**config.mk**
```make
export PLATFORM = sky130hd
export DESIGN_NAME = game_flow_ctrl
export DESIGN_NICKNAME = d
export VERILOG_FILES = /design/src/rtl/game_flow_ctrl.sv
export SDC_FILE = /design/constraint.sdc
export NUM_CORES = 1
export LEC_CHECK = 0
export ABC_AREA = 1
export ABC_CLOCK_PERIOD_IN_PS = 2150
export CAP_MARGIN = 10
export CORE_ASPECT_RATIO = 0.9
export CORE_MARGIN = 5
export CORE_UTILIZATION = 52
export CTS_BUF_LIST = sky130_fd_sc_hd__clkbuf_16
export DETAILED_ROUTE_END_ITERATION = 16
export PLACE_DENSITY_LB_ADDON = 0.3
export SLEW_MARGIN = 20
export SYNTH_ARGS = -nofsm -noshare
export SYNTH_HDL_FRONTEND = slang
export SYNTH_SLANG_ARGS = --single-unit
```
**constraint.sdc**
```tcl
create_clock -name clk -period 2.15 [get_ports clk]
set_clock_uncertainty 0.2 [all_clocks]
set_input_delay 0.215 -clock clk [delete_from_list [all_inputs] [get_ports clk]]
set_output_delay 0.215 -clock clk [all_outputs]
set_load 0.03 [all_outputs]
```
**src/rtl/game_flow_ctrl.sv**
```systemverilog
// Game sequencing controller: start, per-level round timer, lives, pause/clear
// freezes, game-over and victory. Moore machine; outputs decode from state.
module game_flow_ctrl #(
    parameter int NUM_LIVES   = 3,
    parameter int NUM_LEVELS  = 4,
    parameter int ROUND_TIME  = 100,
    parameter int PAUSE_TICKS = 2
) (
    input  logic       clk,
    input  logic       resetN,
    input  logic       startKey,
    input  logic       tick,
    input  logic       charHit,
    input  logic       levelCleared,
    output logic       levelStart,
    output logic       freeze,
    output logic [2:0] level,
    output logic [1:0] lives,
    output logic [7:0] timeLeft,
    output logic       gameOver,
    output logic       victory,
    output logic [2:0] state_dbg_o
);

    typedef enum logic [2:0] {
        S_IDLE  = 3'd0,
        S_LOAD  = 3'd1,
        S_PLAY  = 3'd2,
        S_PAUSE = 3'd3,
        S_CLEAR = 3'd4,
        S_OVER  = 3'd5,
        S_WIN   = 3'd6
    } state_e;

    localparam logic [1:0] LIVES_INIT = 2'(NUM_LIVES);
    localparam logic [2:0] LAST_LEVEL = 3'(NUM_LEVELS - 1);
    localparam logic [7:0] TIME_INIT  = 8'(ROUND_TIME);
    localparam logic [3:0] PAUSE_LAST = 4'(PAUSE_TICKS - 1);

    state_e     state_q, state_d;
    logic [1:0] lives_q, lives_d;
    logic [2:0] level_q, level_d;
    logic [7:0] time_q,  time_d;
    logic [3:0] cnt_q,   cnt_d;
    logic       death;

    always_ff @(posedge clk or posedge resetN) begin
        if (resetN) begin
            state_q <= S_IDLE;
            lives_q <= LIVES_INIT;
            level_q <= 3'd0;
            time_q  <= TIME_INIT;
            cnt_q   <= 4'd0;
        end else begin
            state_q <= state_d;
            lives_q <= lives_d;
            level_q <= level_d;
            time_q  <= time_d;
            cnt_q   <= cnt_d;
        end
    end

    always_comb begin
        state_d = state_q;
        lives_d = lives_q;
        level_d = level_q;
        time_d  = time_q;
        cnt_d   = cnt_q;
        death   = 1'b0;
        case (state_q)
            S_IDLE: begin
                if (startKey) begin
                    state_d = S_LOAD;
                    time_d  = TIME_INIT;
                end
            end
            S_LOAD: begin
                state_d = S_PLAY;
                time_d  = TIME_INIT;
            end
            S_PLAY: begin
                if (tick && time_q != 8'd0) time_d = time_q - 8'd1;
                // A hit wins over a simultaneous clear; timeout is the last tick of the budget.
                death = charHit || (tick && time_q == 8'd1);
                if (death) begin
                    cnt_d = 4'd0;
                    if (lives_q <= 2'd1) begin
                        lives_d = 2'd0;
                        state_d = S_OVER;
                    end else begin
                        lives_d = lives_q - 2'd1;
                        state_d = S_PAUSE;
                    end
                end else if (levelCleared) begin
                    cnt_d   = 4'd0;
                    state_d = (level_q == LAST_LEVEL) ? S_WIN : S_CLEAR;
                end
            end
            S_PAUSE, S_CLEAR: begin
                if (tick) begin
                    if (cnt_q == PAUSE_LAST) begin
                        cnt_d   = 4'd0;
                        state_d = S_LOAD;
                        time_d  = TIME_INIT;
                        if (state_q == S_CLEAR) level_d = level_q + 3'd1;
                    end else begin
                        cnt_d = cnt_q + 4'd1;
                    end
                end
            end
            S_OVER, S_WIN: begin
                if (startKey) begin
                    state_d = S_LOAD;
                    lives_d = LIVES_INIT;
                    level_d = 3'd0;
                    time_d  = TIME_INIT;
                end
            end
            default: begin
                state_d = S_IDLE;
                lives_d = LIVES_INIT;
                level_d = 3'd0;
                time_d  = TIME_INIT;
                cnt_d   = 4'd0;
            end
        endcase
    end

    always_comb begin
        levelStart = 1'b0;
        freeze     = 1'b1;
        gameOver   = 1'b0;
        victory    = 1'b0;
        case (state_q)
            S_LOAD:  begin levelStart = 1'b1; freeze = 1'b0; end
            S_PLAY:  freeze = 1'b0;
            S_OVER:  gameOver = 1'b1;
            S_WIN:   victory = 1'b1;
            default: freeze = 1'b1;
        endcase
    end

    assign level       = level_q;
    assign lives       = lives_q;
    assign timeLeft    = time_q;
    assign state_dbg_o = state_q;

endmodule

```
==> results.cfg <==
[setup_path]
critPathBufInv = 1
setup.worst_path.end_class = output pin
cp-start-kind = flip-flop
worstPathArrival_ns = 1.52
cp.required_ns = 1.74
rrSetupSlack_ns = 0.29
path_max_fanout = 6
path_delay_family = buffers and inverters
slowest_stage = clkdlybuf4s50_1
critPathMaxStageDelay_ns = 0.69
crit_chain = clkdlybuf4s50_1
critPathKind = flip-flop to output pin

[floorplan]
dieHeight_um = 60.1
io_pins = 26
core_um2 = 2700
placementRows = 18
die_x_um = 65.7
initial_core_util = 0.537
die-area_um2 = 3950

[cells_and_area]
final_common_cell = nand2_1
antenna_cells = 0
register_area_um2 = 508
final_cell_mix = nand2_1, inv_1, nand3_1
final_cell_count_no_fill = 264
layout.nets = 247
area_growth_pct = 27.1
multi_input_area_um2 = 807
nFillCells = 213
drive_above_1_share = 0.145

[timing]
rsz0062_at_grt = no
hold_violations = 0
tightest_slew_ns = 0.319
finalCriticalPeriod_ns = 1.93
final.period_utilization = 0.900
setup_violations = 0
slew_headroom = 0.786
drv_slew = 0
fmax_mhz = 517
setup-tns-final_ns = 0

[drt]
antenna_left = 0
num_vias = 1337
drc = 0
wl_mm = 3.04
drtIter0Drc = 60
firstDrtPassIters = 4
routed_via_density = 5.06
wl_per_cell_um = 11.5

[pwr]
power_density_nw_per_um2 = 1780
ir_drop_uv = 1000
leakagePower_nw = 0.962
p_total_mw = 3.27

[grt]
antenna_found_initial = 0
grt_max_degree = 21
grt_pass1_wl_mm = 5.31
grtUsageTotal = 0.172
grt_overflow_total = 0
grt_pass1_vias = 1220

[synthesis]
synth_cell_types = 26
synth_compound_area_frac = 0.0708
ys_ff_latch = 20
synth_mux_area_frac = 0
yosys_warnings = 0
synth_area_um2 = 1450
synthesis.nets = 217
seq_area_frac_synth = 0.349
syn_avg_cell_area_um2 = 7.07
synthSimpleGateAreaFrac = 0.422
synthCells = 205
yosys.area_share.adder = 0.0518
synthXorXnorAreaFrac = 0.0121
synth_top_family_by_area = simple AND/OR/NAND/NOR gates

[hold_path]
hold_class = input port to async pin

[clock_network]
cts_root_buf = clkbuf_16
insertion_delay_ns = 0.25
h-tree-depth = 1
cts_tree = built
clock_tree.buffer_depth = 2
cts_sinks = 20
postCtsSetupBuffers = 0
clk_pin_slew_worst_paths_ns = 0.06
numCtsBuffers = 3
holdBufCountCts = 0

[placement]
gp_congestion = 0.903
post-place-cells = 260
dp_hpwl_mm = 2.27
port_buffers = 25

[run_status]
status = finished, final reports clean

[job]
max-cap-violations = 0
[sequential cells by signal, indices dropped and copies added, names as in the netlist]
name,flops
timeLeft,8
state_dbg_o,3
cnt_q,4
lives,2
level,3
[area by class of cell]
cell class / count / share of cell area
clock buffers: 3 / 0.0407
clock inverters: 1 / 0.0163
inverters: 29 / 0.0618
multi-input cells: 154 / 0.438
flip-flops and latches: 20 / 0.276
well taps: 30 / 0.0204
repair buffers: 27 / 0.147
[Yosys cell counts]
master | count | area [µm²]
a21oi_1 | 3 | 15.0
nand3_4 | 1 | 17.5
ha_1 | 6 | 75.1
dfstp_2 | 5 | 131
dfrtp_1 | 15 | 375
a21oi_4 | 1 | 16.3
nand3_1 | 24 | 120
nor2_4 | 1 | 11.3
nor2_1 | 23 | 86.3
inv_4 | 2 | 12.5
or2_2 | 5 | 31.3
nand4_1 | 2 | 12.5
nand2_4 | 2 | 22.5
nor3_2 | 2 | 20.0
nand2_2 | 4 | 25.0
buf_6 | 2 | 22.5
inv_2 | 3 | 11.3
nand2_1 | 61 | 229
o21ai_1 | 7 | 35.0
xnor2_1 | 1 | 8.76
o21ai_0 | 6 | 30.0
a31oi_1 | 1 | 6.26
nand4_4 | 1 | 21.3
nand3b_1 | 2 | 15.0
xor2_1 | 1 | 8.76
inv_1 | 24 | 90.1
[kinds of logic after synthesis]
kind of cell,count (synthesis)
xor+xnor,2
simple gates,128
buf+inv,31
compound gates,18
fa+ha+maj,6
flops,20
[per-stage QoR]
stage	setup WS [ns]	utilization	instance area [µm²]	hold WS, ns
2_1_floorplan	0.242	-	1450	-0.0249
3_3_place_gp	0.254	0.640	1730	0.269
3_5_place_dp	0.231	0.640	1730	0.282
4_1_cts	0.0157	0.679	1840	0.0981
5_1_grt	0.122	0.682	1840	0.116
6_report	0.216	0.682	1840	0.0857
[layer usage]
| layer | global-route usage | vias to the layer above | share of wire |
|---|---|---|---|
| met2 | 0.276 | 27 | 0.46 |
| met4 | 0.0651 | 0 | 0.021 |
| met1 | 0.230 | 597 | 0.47 |
| met3 | 0.0338 | 6 | 0.045 |
| li1 | - | 707 | - |
| met5 | 0 | - | 0 |
[worst register-to-register path, delay by kind of cell (launching register included)]
family | cells | cell delay [ns]
buffers and inverters | 2 | 0.14
adder cells (fa/ha/maj) | 1 | 0.23
AO/OA/AOI/OAI | 1 | 0.30
AND/OR/NAND/NOR | 6 | 0.49
flip-flops | 1 | 0.40
[report_power, final]
part | internal [mW] | switching [mW] | total, mW
Sequential | 0.568 | 0.181 | 0.749
Combinational | 0.724 | 1.30 | 2.02
Clock | 0.369 | 0.138 | 0.507
Total | 1.66 | 1.61 | 3.27
[timing repair]
| item | CTS | global route |
|---|---|---|
| resized for setup | 2 | 3 |
| pin swaps | 0 | 0 |
| endpoints found under the setup margin | 3 | 3 |
[worst paths after layout]
path,endpoint,from,cells after the start
setup reg to reg,timeLeft[1]$_DFFE_PP0P_,timeLeft[0]$_DFFE_PP0P_,10
hold / removal,timeLeft[3]$_DFFE_PP0P_,resetN,3
min in group clk,timeLeft[5]$_DFFE_PP1P_,timeLeft[5]$_DFFE_PP1P_,2
hold reg to reg,timeLeft[5]$_DFFE_PP1P_,timeLeft[5]$_DFFE_PP1P_,2
setup / recovery,lives[1],lives[1]$_DFFE_PP1P_,1
max in group asynchronous,lives[0]$_DFFE_PP1P_,resetN,3
(Power assumes the default switching activity.)
